--- src/rtl/rv_instr_decode_pkg.sv ---
// Shared RV32I decode constants, immediate-format enum and the decoded bundle type.
package rv_decode_pkg;

    localparam int OP_W = 11;

    localparam logic [6:0] OPC_OP_IMM = 7'b0010011;
    localparam logic [6:0] OPC_OP     = 7'b0110011;
    localparam logic [6:0] OPC_LOAD   = 7'b0000011;
    localparam logic [6:0] OPC_STORE  = 7'b0100011;
    localparam logic [6:0] OPC_BRANCH = 7'b1100011;
    localparam logic [6:0] OPC_LUI    = 7'b0110111;
    localparam logic [6:0] OPC_JAL    = 7'b1101111;
    localparam logic [6:0] OPC_JALR   = 7'b1100111;

    localparam logic [2:0] F3_SLL   = 3'b001;
    localparam logic [2:0] F3_SR    = 3'b101;
    localparam logic [2:0] F3_JALR  = 3'b000;
    localparam logic [2:0] F3_LD_X3 = 3'b011;
    localparam logic [2:0] F3_LD_X6 = 3'b110;
    localparam logic [2:0] F3_LD_X7 = 3'b111;
    localparam logic [2:0] F3_ST_MAX = 3'b010;
    localparam logic [2:0] F3_BR_X2 = 3'b010;
    localparam logic [2:0] F3_BR_X3 = 3'b011;

    typedef enum logic [2:0] {
        IMM_NONE,
        IMM_I,
        IMM_S,
        IMM_B,
        IMM_U,
        IMM_J
    } imm_fmt_e;

    typedef struct packed {
        logic [OP_W-1:0] operation;
        logic [4:0]      rs1;
        logic [4:0]      rs2;
        logic [4:0]      rd;
        logic [31:0]     imm;
        logic [31:0]     pc;
        logic            writes_rd;
        logic            illegal;
    } dec_bundle_t;

endpackage

--- src/rtl/rv_instr_decode_if.sv ---
// Fetch-side and execute-side handshake bundle of the RV32I decoder.
interface rv_instr_decode_if;
    import rv_decode_pkg::*;

    logic            in_valid;
    logic            in_ready;
    logic [31:0]     in_instr;
    logic [31:0]     in_pc;
    logic            out_valid;
    logic            out_ready;
    logic [OP_W-1:0] out_operation;
    logic [4:0]      out_rs1;
    logic [4:0]      out_rs2;
    logic [4:0]      out_rd;
    logic [31:0]     out_imm;
    logic [31:0]     out_pc;
    logic            out_writes_rd;
    logic            out_illegal;

    modport master (
        output in_valid, in_instr, in_pc, out_ready,
        input  in_ready, out_valid, out_operation, out_rs1, out_rs2, out_rd,
               out_imm, out_pc, out_writes_rd, out_illegal
    );

    modport slave (
        input  in_valid, in_instr, in_pc, out_ready,
        output in_ready, out_valid, out_operation, out_rs1, out_rs2, out_rd,
               out_imm, out_pc, out_writes_rd, out_illegal
    );

endinterface

--- src/rtl/rv_instr_decode_imm_gen.sv ---
// Combinational RV32I immediate generator: selects and sign-extends by format.
module rv_imm_gen
    import rv_decode_pkg::*;
(
    input  logic [31:7] instr_i,
    input  imm_fmt_e    fmt_i,
    output logic [31:0] imm_o
);

    always_comb begin
        // NOTE: every combinational output gets a default first so no latch is inferred.
        imm_o = '0;
        case (fmt_i)
            IMM_I: imm_o = {{20{instr_i[31]}}, instr_i[31:20]};
            IMM_S: imm_o = {{20{instr_i[31]}}, instr_i[31:25], instr_i[11:7]};
            IMM_B: imm_o = {{19{instr_i[31]}}, instr_i[31], instr_i[7],
                            instr_i[30:25], instr_i[11:8], 1'b0};
            IMM_U: imm_o = {instr_i[31:12], 12'b0};
            IMM_J: imm_o = {{11{instr_i[31]}}, instr_i[31], instr_i[19:12],
                            instr_i[20], instr_i[30:21], 1'b0};
            default: imm_o = '0;
        endcase
    end

endmodule

--- src/rtl/rv_instr_decode.sv ---
// Registered RV32I decoder with valid/ready on both sides and a flush input.
// Define DECODE_SKID_EN to add a one-entry skid buffer and a registered in_ready.
module rv_instr_decode
    import rv_decode_pkg::*;
#(
    parameter int COUNT_W = 32
) (
    input  logic               clock,
    input  logic               reset,
    input  logic               flush,
    rv_instr_decode_if.slave   bus,
    output logic [COUNT_W-1:0] instr_count
);

    logic [31:0]  dec_instr;
    logic [31:0]  dec_pc;
    dec_bundle_t  dec_d;
    dec_bundle_t  out_q;
    logic         out_valid_q;
    logic         out_valid_d;
    logic         out_free;
    logic         accept;
    logic         load_out;
    logic [COUNT_W-1:0] count_q;
    logic [COUNT_W-1:0] count_d;

    logic [6:0]   opcode;
    logic [2:0]   funct3;
    logic         legal;
    logic         has_rs1;
    logic         has_rs2;
    logic         has_rd;
    logic         alt_bit;
    imm_fmt_e     fmt;
    logic [31:0]  imm_w;

    assign out_free = !out_valid_q || bus.out_ready;

`ifdef DECODE_SKID_EN
    logic        skid_valid_q;
    logic        skid_valid_d;
    logic [31:0] skid_instr_q;
    logic [31:0] skid_pc_q;
    logic        skid_load;

    // in_ready depends only on the skid flop and flush, never on out_ready.
    assign bus.in_ready = !flush && !skid_valid_q;
    assign accept       = bus.in_valid && bus.in_ready;
    assign dec_instr    = skid_valid_q ? skid_instr_q : bus.in_instr;
    assign dec_pc       = skid_valid_q ? skid_pc_q    : bus.in_pc;
    assign load_out     = !flush && out_free && (skid_valid_q || accept);
    assign skid_load    = accept && !out_free;

    always_comb begin
        skid_valid_d = skid_valid_q;
        if (flush)
            skid_valid_d = 1'b0;
        else if (skid_valid_q)
            skid_valid_d = !out_free;
        else
            skid_valid_d = skid_load;
    end

    always_ff @(posedge clock) begin
        if (reset)
            skid_valid_q <= 1'b0;
        else
            skid_valid_q <= skid_valid_d;
    end

    // NOTE: the skid payload is not reset; skid_valid_q alone qualifies it.
    always_ff @(posedge clock) begin
        if (skid_load) begin
            skid_instr_q <= bus.in_instr;
            skid_pc_q    <= bus.in_pc;
        end
    end
`else
    assign bus.in_ready = !flush && out_free;
    assign accept       = bus.in_valid && bus.in_ready;
    assign dec_instr    = bus.in_instr;
    assign dec_pc       = bus.in_pc;
    assign load_out     = accept;
`endif

    rv_imm_gen u_imm_gen (
        .instr_i (dec_instr[31:7]),
        .fmt_i   (fmt),
        .imm_o   (imm_w)
    );

    always_comb begin
        opcode  = dec_instr[6:0];
        funct3  = dec_instr[14:12];
        fmt     = IMM_NONE;
        legal   = 1'b1;
        has_rs1 = 1'b1;
        has_rs2 = 1'b0;
        has_rd  = 1'b1;
        case (opcode)
            OPC_OP: has_rs2 = 1'b1;
            OPC_OP_IMM: fmt = IMM_I;
            OPC_LOAD: begin
                fmt   = IMM_I;
                legal = !(funct3 == F3_LD_X3 || funct3 == F3_LD_X6 || funct3 == F3_LD_X7);
            end
            OPC_JALR: begin
                fmt   = IMM_I;
                legal = (funct3 == F3_JALR);
            end
            OPC_STORE: begin
                fmt     = IMM_S;
                has_rs2 = 1'b1;
                has_rd  = 1'b0;
                legal   = (funct3 <= F3_ST_MAX);
            end
            OPC_BRANCH: begin
                fmt     = IMM_B;
                has_rs2 = 1'b1;
                has_rd  = 1'b0;
                legal   = !(funct3 == F3_BR_X2 || funct3 == F3_BR_X3);
            end
            OPC_LUI: begin
                fmt     = IMM_U;
                has_rs1 = 1'b0;
            end
            OPC_JAL: begin
                fmt     = IMM_J;
                has_rs1 = 1'b0;
            end
            default: begin
                legal   = 1'b0;
                has_rs1 = 1'b0;
                has_rd  = 1'b0;
            end
        endcase

        // Only shifts and R-type use instr[30] to select the ALU variant.
        alt_bit = (opcode == OPC_OP) ||
                  (opcode == OPC_OP_IMM && (funct3 == F3_SLL || funct3 == F3_SR));

        dec_d         = '0;
        dec_d.pc      = dec_pc;
        dec_d.illegal = !legal;
        if (legal) begin
            dec_d.operation = {alt_bit & dec_instr[30], funct3, opcode};
            dec_d.rs1       = has_rs1 ? dec_instr[19:15] : 5'd0;
            dec_d.rs2       = has_rs2 ? dec_instr[24:20] : 5'd0;
            dec_d.rd        = has_rd  ? dec_instr[11:7]  : 5'd0;
            dec_d.writes_rd = has_rd && (dec_instr[11:7] != 5'd0);
            dec_d.imm       = imm_w;
        end
    end

    always_comb begin
        out_valid_d = out_valid_q;
        if (flush)
            out_valid_d = 1'b0;
        else if (load_out)
            out_valid_d = 1'b1;
        else if (bus.out_ready)
            out_valid_d = 1'b0;
    end

    assign count_d = (out_valid_q && bus.out_ready && !flush) ? count_q + COUNT_W'(1) : count_q;

    // NOTE: sequential state uses <= so every flop samples pre-edge values.
    always_ff @(posedge clock) begin
        if (reset) begin
            out_valid_q <= 1'b0;
            out_q       <= '0;
            count_q     <= '0;
        end else begin
            out_valid_q <= out_valid_d;
            count_q     <= count_d;
            if (load_out)
                out_q <= dec_d;
        end
    end

    assign bus.out_valid     = out_valid_q;
    assign bus.out_operation = out_q.operation;
    assign bus.out_rs1       = out_q.rs1;
    assign bus.out_rs2       = out_q.rs2;
    assign bus.out_rd        = out_q.rd;
    assign bus.out_imm       = out_q.imm;
    assign bus.out_pc        = out_q.pc;
    assign bus.out_writes_rd = out_q.writes_rd;
    assign bus.out_illegal   = out_q.illegal;
    assign instr_count       = count_q;

endmodule

--- src/flat_wrapper.sv ---
// flat-port wrapper written by rule: the top's interface ports become plain ports
module rv_instr_decode_flat import rv_decode_pkg::*;
#(
    parameter int COUNT_W = 32
)
  (clock, reset, flush, instr_count, bus_in_valid, bus_in_instr, bus_in_pc, bus_out_ready, bus_in_ready, bus_out_valid, bus_out_operation, bus_out_rs1, bus_out_rs2, bus_out_rd, bus_out_imm, bus_out_pc, bus_out_writes_rd, bus_out_illegal);
  rv_instr_decode_if bus_i ();
  input  logic clock;
  input  logic reset;
  input  logic flush;
  output logic [COUNT_W-1:0] instr_count;
  input wire logic [$bits(bus_i.in_valid)-1:0] bus_in_valid;
  input wire logic [$bits(bus_i.in_instr)-1:0] bus_in_instr;
  input wire logic [$bits(bus_i.in_pc)-1:0] bus_in_pc;
  input wire logic [$bits(bus_i.out_ready)-1:0] bus_out_ready;
  output wire logic [$bits(bus_i.in_ready)-1:0] bus_in_ready;
  output wire logic [$bits(bus_i.out_valid)-1:0] bus_out_valid;
  output wire logic [$bits(bus_i.out_operation)-1:0] bus_out_operation;
  output wire logic [$bits(bus_i.out_rs1)-1:0] bus_out_rs1;
  output wire logic [$bits(bus_i.out_rs2)-1:0] bus_out_rs2;
  output wire logic [$bits(bus_i.out_rd)-1:0] bus_out_rd;
  output wire logic [$bits(bus_i.out_imm)-1:0] bus_out_imm;
  output wire logic [$bits(bus_i.out_pc)-1:0] bus_out_pc;
  output wire logic [$bits(bus_i.out_writes_rd)-1:0] bus_out_writes_rd;
  output wire logic [$bits(bus_i.out_illegal)-1:0] bus_out_illegal;
  assign bus_i.in_valid = bus_in_valid;
  assign bus_i.in_instr = bus_in_instr;
  assign bus_i.in_pc = bus_in_pc;
  assign bus_i.out_ready = bus_out_ready;
  assign bus_in_ready = bus_i.in_ready;
  assign bus_out_valid = bus_i.out_valid;
  assign bus_out_operation = bus_i.out_operation;
  assign bus_out_rs1 = bus_i.out_rs1;
  assign bus_out_rs2 = bus_i.out_rs2;
  assign bus_out_rd = bus_i.out_rd;
  assign bus_out_imm = bus_i.out_imm;
  assign bus_out_pc = bus_i.out_pc;
  assign bus_out_writes_rd = bus_i.out_writes_rd;
  assign bus_out_illegal = bus_i.out_illegal;
  rv_instr_decode #(.COUNT_W(COUNT_W)) u_core (.clock(clock), .reset(reset), .flush(flush), .bus(bus_i), .instr_count(instr_count));
endmodule
--- config.mk ---
export PLATFORM = sky130hd
export DESIGN_NAME = rv_instr_decode_flat
export DESIGN_NICKNAME = d
export VERILOG_FILES = /design/src/rtl/rv_instr_decode_pkg.sv /design/src/rtl/rv_instr_decode_if.sv /design/src/rtl/rv_instr_decode_imm_gen.sv /design/src/rtl/rv_instr_decode.sv /design/src/flat_wrapper.sv
export SDC_FILE = /design/constraint.sdc
export NUM_CORES = 1
export LEC_CHECK = 0
export CORE_ASPECT_RATIO = 1.4
export CORE_MARGIN = 4
export CORE_UTILIZATION = 44
export DETAILED_ROUTE_END_ITERATION = 10
export PLACE_DENSITY_LB_ADDON = 0.08
export SYNTH_ARGS = -nofsm -noshare
export SYNTH_HDL_FRONTEND = slang
export SYNTH_SLANG_ARGS = --single-unit
export TNS_END_PERCENT = 30
--- constraint.sdc ---
create_clock -name clock -period 2.3 [get_ports clock]
set_clock_uncertainty 0.1 [all_clocks]
set_input_delay 0.23 -clock clock [delete_from_list [all_inputs] [get_ports clock]]
set_output_delay 0.23 -clock clock [all_outputs]
set_load 0.05 [all_outputs]
==> out/metrics.cfg, run 1 <==
[timing]
finalSetupViolations = 0
finalHoldViolCount = 0
tightest_slew_ps = 1200
min_period_ps = 2080
fin_crit_sh_pct = 90.6
clock.fmax_ghz = 0.480
hold_ws_ps = 226
rsz0062_at_grt = false
slew_headroom_pct = 19.7
final_max_slew_viol_count = 0

[routing]
num_vias = 5368
drc = 0
final_antenna_net_count = 0
avgRoutedWirePerCell_um = 16.7
wl_um = 16500
drtIter0Drc = 183
vias_per_cell = 5.45
dr.pass1.iters = 5

[grt]
grt_max_degree = 74
grt_usage_pct = 23.7
antenna_found_initial = 0
grt_pass1_vias = 5240
grt-ovfl-total = 0
grt_pass1_wl_um = 25800

[outcome]
status = completed

[clock_tree]
tritoncts = yes
htree_num_levels = 4
cts.sinks = 125
cts.path.max_buffers = 2
cts_buffers = 17
cts-root-buf = clkbuf_16
clkTransAtPathRegs_ps = 60
cts_setup_buffers = 0
clock_latency_ps = 410
cts_hold_buffers = 0
cts.repair.resized = 0

[yosys]
synth_top_flop_cell = dfxtp_1
synthCells = 604
synthDistinctLibCells = 53
yosysWarnings = 0
seq_area_frac_synth_pct = 48.1
synth-edff-count = 0
yosysTopAreaCell = dfxtp_1
syn_area_sq_um = 5200
avgSynthCellArea_sq_um = 8.61
syn-num-nets = 674
yosysTopAreaCellShare_pct = 48.1
synth_top_cells_by_area = dfxtp_1 (48%), nand2_1 (9.0%), a32o_1 (6.9%), a21oi_1 (5.1%), nor2_1 (3.5%)
ys_ff_latch = 125
asyncSetResetFlopFracSynth_pct = 0

[layout]
final_cell_area_sq_um = 8180
fin_nets = 899
syn2layout_area_growth_pct = 57.2
diodes = 0
drive_above_1_share_pct = 11.3

[die]
die_h_um = 137
core_area_sq_um = 11500
die_w_um = 99.9
design.portCount = 195
initial_core_util_pct = 45.4
die_area_sq_um = 13600
placementRows = 46

[worst_setup_path]
critPathKind = reg2reg
regToRegSetupSlack_ps = 220
worstPathArrival_ps = 2340
cp-end-kind = flop
crit_fanout = 54
startpoint_type = flop
crit_required_ps = 2550

[placed_design]
io_buffers = 194
dp_hpwl_um = 12200
gp_congestion = 0.865
place_area_sq_um = 7570

[power]
vdd_drop_max_mv = 0.466
p_leak_nw = 3.02
power-per-cell-area_nw_per_um2 = 669

[job]
cap_violations = 0

[min_path]
hp-class = in2reg

[layout make-up]
| type | instances | area (sq um) |
|---|---|---|
| Sequential cell | 125 | 2500 |
| Timing Repair Buffer | 248 | 2380 |
| Multi-Input combinational cell | 428 | 2480 |
| Clock buffer | 18 | 439 |
| Inverter | 9 | 33.8 |
| Fill cell | 908 | 3280 |
| Clock inverter | 13 | 164 |
| Tap cell | 144 | 180 |
[routing by layer]
metal / global-route usage, % / wire [um]
met1: 25.3 / 6110
met4: 9.19 / 457
met2: 42.6 / 8620
met5: 0 / 0
met3: 7.85 / 1270
[report_power, final]
| part | leakage [nW] | internal (mW) | switching (mW) |
|---|---|---|---|
| Clock | 0.293 | 1.73 | 0.987 |
| Combinational | 1.71 | 0.232 | 0.309 |
| Sequential | 1.01 | 2.19 | 0.0149 |
| Total | 3.02 | 4.16 | 1.31 |
[through the flow]
| step | setup slack (ps) | total power [mW] | setup TNS, ps | util (%) | cells |
|---|---|---|---|---|---|
| floorplan | 16.0 | 2.51 | 0 | - | 604 |
| global placement | -88.0 | 2.79 | -2820 | 66.1 | 954 |
| detailed placement | -143 | 2.80 | -5460 | 66.1 | 954 |
| CTS | 227 | 5.50 | 0 | 71.4 | 985 |
| global route | 15.6 | 5.64 | 0 | 71.4 | 985 |
| finish | 216 | 5.47 | 0 | 71.4 | 985 |
[path summary, 6_finish.rpt]
| kind | cells after the start | end | from |
|---|---|---|---|
| hold reg to reg | 2 | u_core.bus.out_imm[17]$_SDFFE_PP0P_ | u_core.bus.out_imm[17]$_SDFFE_PP0P_ |
| setup / recovery | 4 | u_core.bus.out_operation[2]$_SDFFE_PP0P_ | u_core.bus.out_valid$_SDFFE_PP0P_ |
| hold / removal | 4 | u_core.bus.out_writes_rd$_SDFFE_PP0P_ | reset |
| setup reg to reg | 4 | u_core.bus.out_operation[2]$_SDFFE_PP0P_ | u_core.bus.out_valid$_SDFFE_PP0P_ |
[worst max-delay path, stage by stage, from the launching register on]
cell,delay (ps)
dfxtp_1,400
nand2b_1,80
and2_1,220
nor2_4,920
a22o_1,280
[sequential cells by signal (all words and copies together) (netlist names)]
name                      count
u_core.bus.out_writes_rd      1
u_core.bus.out_imm           32
u_core.bus.out_rs2            5
u_core.bus.out_rd             5
u_core.bus.out_valid          1
u_core.instr_count           32
u_core.bus.out_operation     11
u_core.bus.out_illegal        1
u_core.bus.out_rs1            5
u_core.bus.out_pc            32
[Yosys cell counts (all sizes together) (2+ instances only)]
cell,number
dfxtp,125
nand2,125
a21oi,54
nor2,48
a32o,36
clkbuf,24
buf,18
o31ai,13
xnor2,13
nand3,12
o21ai,12
nand4,11
inv,9
nor3,9
xor2,9
a22o,8
or3,8
a211oi,7
and2,6
and3,6
nor2b,6
and4,5
nor4,4
a311oi,3
or2,3
a22oi,2
and4b,2
mux2,2
nand2b,2
nand3b,2
nand4b,2
o211ai,2
[kinds of logic after synthesis]
kind of cell	synth area share, %
buf+inv	4.38
xor+xnor	3.71
simple gates	22.9
compound gates	20.0
mux	0.626
fa+ha+maj	0.241
flops	48.1
[placed cells by master (no fill, tap or decap), drive strengths merged, types with 7 or more instances in the layout]
| master | instances |
|---|---|
| clkdlybuf4s50 | 192 |
| nand2 | 125 |
| dfxtp | 125 |
| buf | 56 |
| a21oi | 54 |
| nor2 | 48 |
| a32o | 36 |
| clkbuf | 18 |
| o31ai | 13 |
| xnor2 | 13 |
| nand3 | 12 |
| o21ai | 12 |
| nand4 | 11 |
| inv | 11 |
| nor3 | 9 |
| xor2 | 9 |
| a22o | 8 |
| or3 | 8 |
| a211oi | 7 |
No activity file was read; power rests on OpenSTA's default activity.
==> run 2: changes to the inputs <==
--- a/config.mk
+++ b/config.mk
@@ -5,9 +5,11 @@
 export SDC_FILE = /design/constraint.sdc
 export NUM_CORES = 1
 export LEC_CHECK = 0
+export ABC_CLOCK_PERIOD_IN_PS = 2300
 export CORE_ASPECT_RATIO = 1.4
 export CORE_MARGIN = 4
 export CORE_UTILIZATION = 44
+export CTS_CLUSTER_SIZE = 14
 export DETAILED_ROUTE_END_ITERATION = 10
 export PLACE_DENSITY_LB_ADDON = 0.08
 export SYNTH_ARGS = -nofsm -noshare
==> results of run 2 <==
Same layout as run 1: the final DEF is identical, and so are final timing and power.
==> run 3: changes to the inputs <==
--- a/config.mk
+++ b/config.mk
@@ -6,6 +6,7 @@
 export NUM_CORES = 1
 export LEC_CHECK = 0
 export ABC_CLOCK_PERIOD_IN_PS = 2300
+export CAP_MARGIN = 15
 export CORE_ASPECT_RATIO = 1.4
 export CORE_MARGIN = 4
 export CORE_UTILIZATION = 44
==> run 3 against run 2 <==
Compared with the run above: combinational power grew 1%; via count down 0.35%; global-route usage unchanged; design area is 0.34% higher; maximum frequency increased by 1.8%; non-clock buffer count increased by 1; critical path depth is 3 lower; utilization increased by 0.24 points; worst setup slack improved by 37 ps; first-iteration DRC count decreased by 2.2%; final cell count up 0.10%; count of clock-buffer cells in the layout is the same.
==> out/metrics.cfg, run 3 (synthesis results as in run 1) <==
[outcome]
status = completed

[grt]
grt_max_degree = 74
grt_usage_pct = 23.7
grt_pass1_wl_um = 25800
antenna_found_initial = 0
grt-ovfl-total = 0
grt_pass1_vias = 5240

[worst_setup_path]
worstPathArrival_ps = 1720
regToRegSetupSlack_ps = 300
worst_path_max_delay_cell = clkdlybuf4s50_1
crit_fanout = 7
startpoint_type = flop
path_buf_inv = 1
crit_required_ps = 1970
cp-end-kind = primary output
critPathKind = reg2out
path_delay_family = buffers and inverters
crit_path_cell_trace = clkdlybuf4s50_1
max_stage_delay_ps = 860

[routing]
num_vias = 5349
drc = 0
final_antenna_net_count = 0
vias_per_cell = 5.42
wl_um = 16500
avgRoutedWirePerCell_um = 16.8
drtIter0Drc = 179
dr.pass1.iters = 5

[timing]
min_period_ps = 2050
fin_crit_sh_pct = 89.0
final_max_slew_viol_count = 0
rsz0062_at_grt = false
slew_headroom_pct = 51.4
finalHoldViolCount = 0
hold_ws_ps = 175
clock.fmax_ghz = 0.489
finalSetupViolations = 0
tightest_slew_ps = 729

[layout]
layout_commonest_cell = clkdlybuf4s50_1
seqCellArea_sq_um = 2500
drive_above_1_share_pct = 11.4
multiInputGateArea_sq_um = 2480
syn2layout_area_growth_pct = 57.7
fin_util_pct = 71.6
fin_nets = 900
fill_cells = 903
final_cell_area_sq_um = 8200
diodes = 0
final_cell_mix = clkdlybuf4s50_1 (192), nand2_1 (125), dfxtp_1 (124), a21oi_1 (53), buf_4 (52)

[clock_tree]
cts_hold_buffers = 0
clkTransAtPathRegs_ps = 50
cts_buffers = 17
htree_num_levels = 4
tritoncts = yes
cts.repair.resized = 0
cts-root-buf = clkbuf_16
cts.path.max_buffers = 2
clock_latency_ps = 410
cts.sinks = 125
cts_setup_buffers = 0

[die]
core_area_sq_um = 11500
die_w_um = 99.9
placementRows = 46
die_area_sq_um = 13600
die_h_um = 137
initial_core_util_pct = 45.4
design.portCount = 195

[power]
pwr-share-seq_pct = 40.4
vdd_drop_max_mv = 0.461
comb_power_share_pct = 10.0
p_leak_nw = 3.03
p_clk_share_pct = 49.6
switching_share_pct = 23.9
internal_power_mw = 4.16
power-per-cell-area_nw_per_um2 = 667
p_sw_mw = 1.31

[placed_design]
gp_congestion = 0.865
io_buffers = 194
place_area_sq_um = 7570
dp_hpwl_um = 12200

[min_path]
hp-class = in2reg

[job]
cap_violations = 0

==> run 3: cell count changes in the layout (fill, tap and decap cells not counted) <==
| cell | delta |
|---|---|
| buf_16 | +1 |
==> run 3: cell type report <==
cell class,instances,share of cell area (%)
repair buffers,249,29.3
inverters,9,0.412
well taps,144,2.20
clock buffers,18,5.35
flip-flops and latches,125,30.5
clock inverters,13,2.00
multi-input cells,428,30.2
==> run 3: final timing paths <==
kind                                       start                                   to  cells past startpoint
min                                        reset   u_core.bus.out_imm[0]$_SDFFE_PP0P_                      4
max reg2reg   u_core.instr_count[3]$_SDFFE_PP0P_  u_core.instr_count[31]$_SDFFE_PP0P_                      5
min reg2reg  u_core.bus.out_imm[17]$_SDFFE_PP0P_  u_core.bus.out_imm[17]$_SDFFE_PP0P_                      2
max           u_core.instr_count[3]$_SDFFE_PP0P_                       instr_count[3]                      1
==> run 3: layer usage <==
metal	global-route usage, %	part of all wire (%)	vias to the layer above
met5	0	0	-
li1	-	-	2612
met2	42.6	53	186
met3	7.85	7.2	34
met4	9.19	2.7	0
met1	25.3	37	2517
==> run 3: power groups by stage <==
stage	clock network [mW]	logic, mW	registers [mW]
2_1_floorplan	0	0.159	2.35
6_report	2.71	0.549	2.21
5_1_grt	2.86	0.583	2.21
3_5_place_dp	0	0.539	2.26
3_3_place_gp	0	0.534	2.25
4_1_cts	2.75	0.542	2.21
==> run 3: stage by stage <==
stage	std cells	setup TNS [ps]	power [mW]	setup slack, ps
2_1_floorplan	604	0	2.51	16.0
3_3_place_gp	954	-2820	2.79	-88.0
3_5_place_dp	954	-5460	2.80	-143
4_1_cts	985	0	5.50	227
5_1_grt	986	0	5.65	169
6_report	986	0	5.47	253
